==> config.mk <==
export PLATFORM = sky130hd
export DESIGN_NAME = paddle_ctrl
export DESIGN_NICKNAME = d
export VERILOG_FILES = /design/src/rtl/pong_pkg.sv /design/src/rtl/paddle_chan.sv /design/src/rtl/paddle_ctrl.sv
export SDC_FILE = /design/constraint.sdc
export NUM_CORES = 1
export LEC_CHECK = 0
export ABC_AREA = 1
export CORE_MARGIN = 4
export CORE_UTILIZATION = 45
export CTS_BUF_LIST = sky130_fd_sc_hd__clkbuf_8
export CTS_CLUSTER_SIZE = 16
export DETAILED_ROUTE_END_ITERATION = 12
export PLACE_DENSITY = 0.59
export REMOVE_ABC_BUFFERS = 1
export SLEW_MARGIN = 0
export SYNTH_ARGS = -nofsm -noshare
export SYNTH_HDL_FRONTEND = slang
export SYNTH_HIERARCHICAL = 1
export SYNTH_SLANG_ARGS = --single-unit
==> constraint.sdc <==
create_clock -name clk -period 4.6 [get_ports clk]
set_input_delay 0.69 -clock clk [delete_from_list [all_inputs] [get_ports clk]]
set_output_delay 0.69 -clock clk [all_outputs]
set_load 0.01 [all_outputs]
==> src/rtl/pong_pkg.sv <==
// Shared constants and encodings for the pong paddle front end.
// Defaults describe a 480-line screen with a 64-line paddle.
package pong_pkg;

  localparam int SCREEN_H       = 480;
  localparam int PADDLE_H       = 64;
  localparam int POS_MIN_DEF    = 0;
  localparam int POS_MAX_DEF    = SCREEN_H - PADDLE_H;
  localparam int POS_INIT_DEF   = 208;
  localparam int STEP_DEF       = 4;
  localparam int DEB_CYCLES_DEF = 15;
  localparam int ACC_W_DEF      = 6;

  typedef enum logic {
    MODE_QUAD   = 1'b0,
    MODE_BUTTON = 1'b1
  } pad_mode_e;

  // Position of an {A,B} pair in the Gray cycle 00 -> 01 -> 11 -> 10.
  function automatic logic [1:0] gray_idx(input logic [1:0] ab);
    return {ab[1], ab[1] ^ ab[0]};
  endfunction

endpackage

==> src/rtl/paddle_chan.sv <==
// One paddle channel: input synchronisers, debounce, quadrature decode,
// saturating delta accumulator and clamped position update on frame strobe.
module paddle_chan
  import pong_pkg::*;
#(
  parameter int POS_W      = 10,
  parameter int POS_MIN    = POS_MIN_DEF,
  parameter int POS_MAX    = POS_MAX_DEF,
  parameter int POS_INIT   = POS_INIT_DEF,
  parameter int STEP       = STEP_DEF,
  parameter int DEB_CYCLES = DEB_CYCLES_DEF,
  parameter int ACC_W      = ACC_W_DEF
) (
  input  logic             clk,
  input  logic             rst_n,
  input  logic             a_i,
  input  logic             b_i,
  input  logic             mode_i,
  input  logic             strobe_i,
  output logic [POS_W-1:0] pos_o,
  output logic             moved_o,
  output logic             qerr_o
);

  localparam int SW = POS_W + ACC_W + 3;
  localparam logic [7:0] DEB_LAST = 8'(DEB_CYCLES - 1);
  localparam logic signed [ACC_W-1:0] ACC_MAX = {1'b0, {(ACC_W-1){1'b1}}};
  localparam logic signed [ACC_W-1:0] ACC_MIN = {1'b1, {(ACC_W-1){1'b0}}};
  localparam logic signed [ACC_W-1:0] ACC_ONE = ACC_W'(1);
  localparam logic signed [ACC_W-1:0] ACC_NEG = '1;
  localparam logic signed [SW-1:0]    STEP_S  = SW'(STEP);
  localparam logic signed [SW-1:0]    MIN_S   = SW'(POS_MIN);
  localparam logic signed [SW-1:0]    MAX_S   = SW'(POS_MAX);

  // Bit 1 carries A, bit 0 carries B throughout.
  logic [1:0]             sync1_q, sync2_q;
  logic [1:0]             deb_q, deb_d;
  logic [7:0]             cnt_q [2];
  logic [7:0]             cnt_d [2];
  logic                   mode_q;
  logic signed [ACC_W-1:0] acc_q, acc_d;
  logic [POS_W-1:0]       pos_q, pos_new;
  logic                   moved_q, qerr_q;

  logic                   is_quad, mode_chg, fwd, bwd, both;
  logic signed [ACC_W-1:0] qstep, acc_inc, delta;
  logic signed [SW-1:0]   pos_ext, delta_ext, sum;

  // A bit is accepted once it has disagreed with the debounced value for
  // DEB_CYCLES consecutive cycles; agreeing again restarts the count.
  always_comb begin
    for (int i = 0; i < 2; i++) begin
      deb_d[i] = deb_q[i];
      cnt_d[i] = '0;
      if (sync2_q[i] != deb_q[i]) begin
        if (cnt_q[i] == DEB_LAST) begin
          deb_d[i] = sync2_q[i];
        end else begin
          cnt_d[i] = cnt_q[i] + 8'd1;
        end
      end
    end
  end

  always_comb begin
    is_quad  = (pad_mode_e'(mode_q) == MODE_QUAD);
    mode_chg = (mode_i != mode_q);
    fwd      = (gray_idx(deb_d) == gray_idx(deb_q) + 2'd1);
    bwd      = (gray_idx(deb_q) == gray_idx(deb_d) + 2'd1);
    both     = (deb_d == ~deb_q);
    qstep    = fwd ? ACC_ONE : (bwd ? ACC_NEG : '0);

    acc_inc = acc_q;
    if (fwd && acc_q != ACC_MAX) acc_inc = acc_q + ACC_ONE;
    if (bwd && acc_q != ACC_MIN) acc_inc = acc_q - ACC_ONE;

    // On the strobe the current accumulator is consumed and this cycle's
    // count becomes the start of the next frame.
    if (mode_chg || !is_quad) begin
      acc_d = '0;
    end else if (strobe_i) begin
      acc_d = qstep;
    end else begin
      acc_d = acc_inc;
    end

    if (is_quad) begin
      delta = acc_q;
    end else if (deb_q[0] && !deb_q[1]) begin
      delta = ACC_ONE;
    end else if (deb_q[1] && !deb_q[0]) begin
      delta = ACC_NEG;
    end else begin
      delta = '0;
    end
  end

  always_comb begin
    pos_ext   = {{(ACC_W+3){1'b0}}, pos_q};
    delta_ext = {{(POS_W+3){delta[ACC_W-1]}}, delta};
    sum       = pos_ext + delta_ext * STEP_S;
    if (sum < MIN_S) begin
      pos_new = POS_W'(POS_MIN);
    end else if (sum > MAX_S) begin
      pos_new = POS_W'(POS_MAX);
    end else begin
      pos_new = sum[POS_W-1:0];
    end
  end

  always_ff @(posedge clk) begin
    if (!rst_n) begin
      sync1_q  <= '0;
      sync2_q  <= '0;
      deb_q    <= '0;
      cnt_q[0] <= '0;
      cnt_q[1] <= '0;
      mode_q   <= 1'b0;
      acc_q    <= '0;
      pos_q    <= POS_W'(POS_INIT);
      moved_q  <= 1'b0;
      qerr_q   <= 1'b0;
    end else begin
      sync1_q  <= {a_i, b_i};
      sync2_q  <= sync1_q;
      deb_q    <= deb_d;
      cnt_q[0] <= cnt_d[0];
      cnt_q[1] <= cnt_d[1];
      mode_q   <= mode_i;
      acc_q    <= acc_d;
      qerr_q   <= is_quad && both;
      if (strobe_i) begin
        pos_q   <= pos_new;
        moved_q <= (pos_new != pos_q);
      end else begin
        moved_q <= 1'b0;
      end
    end
  end

  assign pos_o   = pos_q;
  assign moved_o = moved_q;
  assign qerr_o  = qerr_q;

endmodule

==> src/rtl/paddle_ctrl.sv <==
// Paddle controller top: vsync synchroniser and frame-strobe edge detector
// shared by NUM_PADDLES independent paddle channels.
module paddle_ctrl
  import pong_pkg::*;
#(
  parameter int NUM_PADDLES      = 2,
  parameter int POS_W            = 10,
  parameter int POS_MIN          = POS_MIN_DEF,
  parameter int POS_MAX          = POS_MAX_DEF,
  parameter int POS_INIT         = POS_INIT_DEF,
  parameter int STEP             = STEP_DEF,
  parameter int DEB_CYCLES       = DEB_CYCLES_DEF,
  parameter int ACC_W            = ACC_W_DEF,
  parameter int VSYNC_ACTIVE_LOW = 1
) (
  input  logic                         clk,
  input  logic                         rst_n,
  input  logic [NUM_PADDLES-1:0]       in_a,
  input  logic [NUM_PADDLES-1:0]       in_b,
  input  logic [NUM_PADDLES-1:0]       mode,
  input  logic                         vsync,
  output logic [NUM_PADDLES*POS_W-1:0] pos,
  output logic [NUM_PADDLES-1:0]       moved,
  output logic [NUM_PADDLES-1:0]       qerr
);

  localparam logic INACT = (VSYNC_ACTIVE_LOW != 0);

  logic vs_s1_q, vs_s2_q, vs_prev_q, strobe_q;

  // Strobe fires once per frame, the cycle after synchronised vsync first
  // reads active.
  always_ff @(posedge clk) begin
    if (!rst_n) begin
      vs_s1_q   <= INACT;
      vs_s2_q   <= INACT;
      vs_prev_q <= INACT;
      strobe_q  <= 1'b0;
    end else begin
      vs_s1_q   <= vsync;
      vs_s2_q   <= vs_s1_q;
      vs_prev_q <= vs_s2_q;
      strobe_q  <= (vs_s2_q != INACT) && (vs_prev_q == INACT);
    end
  end

  for (genvar g = 0; g < NUM_PADDLES; g++) begin : g_chan
    paddle_chan #(
      .POS_W     (POS_W),
      .POS_MIN   (POS_MIN),
      .POS_MAX   (POS_MAX),
      .POS_INIT  (POS_INIT),
      .STEP      (STEP),
      .DEB_CYCLES(DEB_CYCLES),
      .ACC_W     (ACC_W)
    ) u_chan (
      .clk     (clk),
      .rst_n   (rst_n),
      .a_i     (in_a[g]),
      .b_i     (in_b[g]),
      .mode_i  (mode[g]),
      .strobe_i(strobe_q),
      .pos_o   (pos[g*POS_W +: POS_W]),
      .moved_o (moved[g]),
      .qerr_o  (qerr[g])
    );
  end

endmodule

==> results of run 1 <==
## cell usage after synthesis (all sizes together)
library cell	instances
nor3	16
nand3	70
and2	1
fa	4
ha	36
a211oi	2
buf	1
o211ai	2
a31oi	7
nor4	9
xor2	9
nand4	10
clkbuf	6
nand2	217
nor3b	6
nor2	63
o22ai	4
inv	169
or2	7
nor4b	1
o21ai	40
o21a	1
nand3b	8
a21oi	61
xnor2	7
dfxtp	86
## stage by stage
step | cells | utilization [%] | setup WS, ns | power (mW)
after global routing | 1056 | 51.3 | 0.811 | 1.61
after detailed placement | 1041 | 50.0 | 1.22 | 1.06
after floorplan | 836 | - | 1.61 | 0.991
after global placement | 1041 | 50.0 | 1.36 | 1.05
final | 1056 | 51.3 | 1.20 | 1.51
after CTS | 1056 | 51.3 | 1.18 | 1.54
## final cells by class
cell class	count	area, um^2
clock buffers	10	138
fillers	1314	6160
inverters	169	637
well taps	172	215
multi-input cells	581	3440
flip-flops and latches	86	1720
clock inverters	5	28.8
repair buffers	33	328
## cell families after synthesis
family / synth area share [%]
fa+ha+maj: 9.11
simple gates: 35.4
compound gates: 12.1
xor+xnor: 2.41
buf+inv: 11.4
flops: 29.6
## power by group through the flow
stage	registers, mW	clock network, mW	logic [mW]
5_1_grt	0.769	0.522	0.314
6_report	0.767	0.471	0.274
4_1_cts	0.768	0.495	0.274
3_5_place_dp	0.785	0	0.273
2_1_floorplan	0.783	0	0.208
3_3_place_gp	0.785	0	0.269
## final timing paths
kind / from / endpoint / cells past startpoint
max: g_chan[0].u_chan/cnt_q[0][8] / g_chan[0].u_chan/acc_q[5] / 24
min: vs_s1_q / vs_s2_q / 2
max reg2reg: g_chan[0].u_chan/cnt_q[0][8] / g_chan[0].u_chan/acc_q[5] / 24
min reg2reg: vs_s1_q / vs_s2_q / 2
## critical path: cells and delay by family, from the launching register on
family | cells | cell delay (ns)
AND/OR/NAND/NOR | 10 | 1.03
AO/OA/AOI/OAI | 6 | 0.92
adder cells (fa/ha/maj) | 2 | 0.44
buffers and inverters | 5 | 0.39
flip-flops | 1 | 0.34
XOR/XNOR | 1 | 0.19
## per-layer routing
layer	track usage [%]	vias up	part of all wire, %
met5	0	-	0
met3	2.41	18	2.6
li1	-	2760	-
met1	23.6	2300	49
met2	29.2	65	46
met4	7.07	0	2.2
## registers in the layout, summed over array words and instances, names as in the netlist, 2 cells and up
signal,count
g_chan.u_chan/cnt_q,32
g_chan.u_chan/qerr_o,2
g_chan.u_chan/acc_q,12
g_chan.u_chan/sync2_q,4
g_chan.u_chan/moved_o,2
g_chan.u_chan/deb_q,4
g_chan.u_chan/sync1_q,4
g_chan.u_chan/pos_o,20
g_chan.u_chan/mode_q,2
==> flow_summary.toml, run 1 <==
[finish]
area_growth_pct = 11.7
drive_gt1_share_pct = 13.5
final_cell_mix = "nand2_1, inv_1, dfxtp_1"
finalNetCount = 929
final_common_cell = "nand2_1"
diodes = 0
final_area_um2 = 6510

[pwr]
clockPowerShare_pct = 31.1
p_int_mw = 1.06
power.net_switching_uw = 454
power_leakage_nw = 3.11
pwr-share-seq_pct = 50.7
vdd_drop_max_mv = 0.132
p_sw_share_pct = 30.0
comb_power_share_pct = 18.1
p_per_area_nw_per_um2 = 232

[timing]
final.min_clock_period_ns = 3.40
hold_ws_ns = 0.411
maxSlewViolCount = 0
hold_viol_final = 0
min_period_over_period_pct = 74.0
setup_tns_ns = 0
setup_viol = 0
slew_headroom_pct = 50.6
clock.fmax_ghz = 0.294
rsz0062_at_grt = "false"
worst_pin_slew_ns = 0.741
finalClockSkew_ns = 0.00546

[floorplanning]
std_cell_rows = 41
die_w_um = 122
fp.dieH_um = 122
dieArea_um2 = 14800
core_um2 = 12700
io_pins = 33
start_util_pct = 46.0

[drt]
viasPerCell = 4.87
via_count = 5143
firstDrtPassIters = 4
drt_iter0_drc = 241
detail-route-antenna-nets = 0
drt-total-wl_mm = 12.3
drcViolationCount = 0
wl_per_cell_um = 11.6

[synth]
synth-seq-cells = 86
avgSynthCellArea_um2 = 6.91
syn_area_um2 = 5820
yosys.area.top_type = "dfxtp_1"
ys.warnings.count = 6
synth_top_area_share_pct = 29.6
synthDistinctLibCells = 46
yosysSeqAreaShare_pct = 29.6
yosys-top-cells-area = "dfxtp_1, nand2_1, inv_1"
synthCells = 843

[clock_tree]
cts.hold.buffers_added = 0
clockBufferDepth = 2
clock_latency_ns = 0.36
cts_resized = 0
cts.sinks = 86
cts_root_buffer = "clkbuf_8"
clk_pin_slew_ns = 0.08
cts_tree = "done"
ctsHtreeMaxLevel = 3
postCtsSetupRepairBufs = 0
numCtsBuffers = 9

[global_route]
track_usage_pct = 17.8
grt.overflow.total = 0
grt_pass1_vias = 4825
grt_pass1_wl_mm = 21.7
grt_max_degree = 28
antenna_found_initial = 0

[setup_path]
cp_max_fo = 5
critical_path.endpoint_type = "flip-flop"
start_kind = "flip-flop"
cp.required_ns = 4.89
r2r_slack_ns = 1.20
crit_path_max_incr_delay_ns = 0.34
crit_type = "flip-flop to flip-flop"
arrival_ns = 3.70
crit_chain = "inv_1 -> ha_1 -> nand2_1 -> nor3_4 -> nand2_1 -> o21ai_2 -> inv_2 -> nand2_2 -> nand3_2 -> a21oi_4 -> nand2_4 -> inv_1 -> ha_1 -> a21oi_1 -> inv_1 -> a31oi_1 -> inv_1 -> nand2_1 -> nand2_1 -> a21oi_1 -> xor2_1 -> or2_0 -> nand3_2 -> a21oi_2"
slowest_stage = "dfxtp_1"

[placed_design]
port_buffers = 32
dpl_cell_area_um2 = 6340
gp_congestion = 0.857
dpl.hpwl_mm = 9.62

[min_path]
hold_path.class = "flip-flop to flip-flop"

[run]
cap_violations = 0

[run_status]
status = "complete, no violations"
(Power assumes the default switching activity.)
==> run 2: changes to the inputs <==
clock period = 3.3 ns   (was 4.6 ns; I/O delays follow)
==> flow_summary.toml, run 2 (synthesis results as in run 1) <==
[run_status]
status = "complete, no violations"

[timing]
maxSlewViolCount = 0
worst_slack_ns = 0.186
min_period_over_period_pct = 94.4
hold_viol_final = 0
setup_viol = 0
worst_pin_slew_ns = 0.544
final.min_clock_period_ns = 3.11
finalClockSkew_ns = 0.0140
slew_headroom_pct = 63.7
clock.fmax_ghz = 0.321
rsz0062_at_grt = "true"

[global_route]
grt_use_met3_pct = 2.69
grt.busiest_layer = "met2"
grt.overflow.total = 0
antenna_found_initial = 0
track_usage_pct = 17.5
grt_pass1_wl_mm = 21.2
grt_pass1_vias = 4741
use_met1_pct = 23.0
grt_max_degree = 27
use_met2_pct = 28.6

[floorplanning]
std_cell_rows = 41
fp.dieH_um = 122
start_util_pct = 46.0
die_w_um = 122
io_pins = 33
core_um2 = 12700
dieArea_um2 = 14800

[finish]
final_cell_count_no_fill = 1073
final_area_um2 = 6790
final_common_cell = "nand2_1"
final_cell_mix = "nand2_1, inv_1, dfxtp_1"
finalNetCount = 945
top_register = "g_chan.u_chan/cnt_q"
diodes = 0
drive_gt1_share_pct = 18.4
postLayoutCoreUtil_pct = 53.6
area_growth_pct = 16.6
largest_reg_flops = 32

[pwr]
vdd_drop_max_mv = 0.199
p_per_area_nw_per_um2 = 318
power_leakage_nw = 3.20

[drt]
drcViolationCount = 0
wl_per_cell_um = 11.6
firstDrtPassIters = 5
detail-route-antenna-nets = 0
viasPerCell = 4.83
drt_iter0_drc = 279
drt-total-wl_mm = 12.4
via_count = 5181

[setup_path]
reg2reg_depth = 24
start_kind = "flip-flop"
crit_path_max_incr_delay_ns = 0.35
crit_type = "flip-flop to flip-flop"
cp.required_ns = 3.62
slowest_stage = "dfxtp_2"
path_buf_inv = 5
cp_max_fo = 5
critical_path.endpoint_type = "flip-flop"
cpLargestDelayFamily = "simple AND/OR/NAND/NOR gates"
cp.depth = 24
arrival_ns = 3.43
crit_chain = "inv_1 -> ha_1 -> nand3_2 -> nor2_4 -> nand2_2 -> o21ai_4 -> inv_1 -> nand2_4 -> nand3_4 -> a21oi_4 -> nand2_4 -> inv_4 -> ha_4 -> a21oi_2 -> inv_1 -> a31oi_2 -> inv_2 -> nand2_1 -> nand2_1 -> a21oi_2 -> xor2_1 -> or2_0 -> nand3_2 -> a21oi_2"

[clock_tree]
ctsHtreeMaxLevel = 3
numCtsBuffers = 9
clock_latency_ns = 0.38
clk_pin_slew_ns = 0.09
cts_root_buffer = "clkbuf_8"
cts.sinks = 86
cts_tree = "done"
clockBufferDepth = 2

[placed_design]
dpl.hpwl_mm = 9.77
dp_slack_ns = -0.0678
place_inst = 1043
gp_congestion = 0.883
port_buffers = 32
dpl_cell_area_um2 = 6350

[min_path]
hold_path.class = "flip-flop to flip-flop"
min_path_cells = 2

[run]
cap_violations = 0
==> run 2: changes by cell type in the layout (fill, tap and decap cells not counted), sizes merged <==
cell      delta
buf         +16
clkinv       -2
clkinvlp     +2
inv          +1
==> run 2: worst paths after layout <==
| kind | slack (ns) | end | from |
|---|---|---|---|
| setup reg to reg | 0.19 | g_chan[0].u_chan/acc_q[5] | g_chan[0].u_chan/cnt_q[0][0] |
| hold reg to reg | 0.41 | vs_s2_q | vs_s1_q |
| hold / removal | 0.41 | vs_s2_q | vs_s1_q |
| setup / recovery | 0.19 | g_chan[0].u_chan/acc_q[5] | g_chan[0].u_chan/cnt_q[0][0] |
==> run 2: final cells by class <==
cell class	count	area, um^2
multi-input combinational	581	3570
tap	172	215
timing repair buffer	49	452
fill	1285	5880
clock buffer	10	138
inverter	169	642
sequential	86	1730
clock inverter	6	43.8
==> run 2: timing repair <==
action,in CTS,in global routing
pin swaps,5,21
hold buffers,0,0
buffers inserted,2,12
gates resized for setup,3,40
gates cloned,0,0
endpoints found under the setup margin,1,6
==> run 2: power breakdown <==
part	leakage [nW]	switching [mW]	total, mW	internal (mW)
clock network	0.0867	0.401	0.697	0.296
registers	0.700	0.0158	1.07	1.05
logic	2.41	0.250	0.396	0.145
total	3.20	0.667	2.16	1.49
==> run 2: worst min-delay path, cell delays in order, from the launching register on <==
cell and delay [ns]:
dfxtp_1 0.31, inv_1 0.03, nand2_1 0.04
==> run 2: stage by stage <==
step | hold slack (ns) | power [mW] | setup TNS (ns)
after CTS | 0.412 | 2.19 | 0
after global placement | 0.391 | 1.47 | 0
after detailed placement | 0.390 | 1.48 | -0.0678
final | 0.408 | 2.16 | 0
after floorplan | 0.380 | 1.38 | 0
after global routing | 0.425 | 2.29 | -0.0677
==> run 2: per-layer routing <==
layer | wire [um] | vias up
li1 | - | 2795
met5 | 0 | -
met1 | 6020 | 2308
met3 | 337 | 16
met4 | 265 | 0
met2 | 5820 | 62
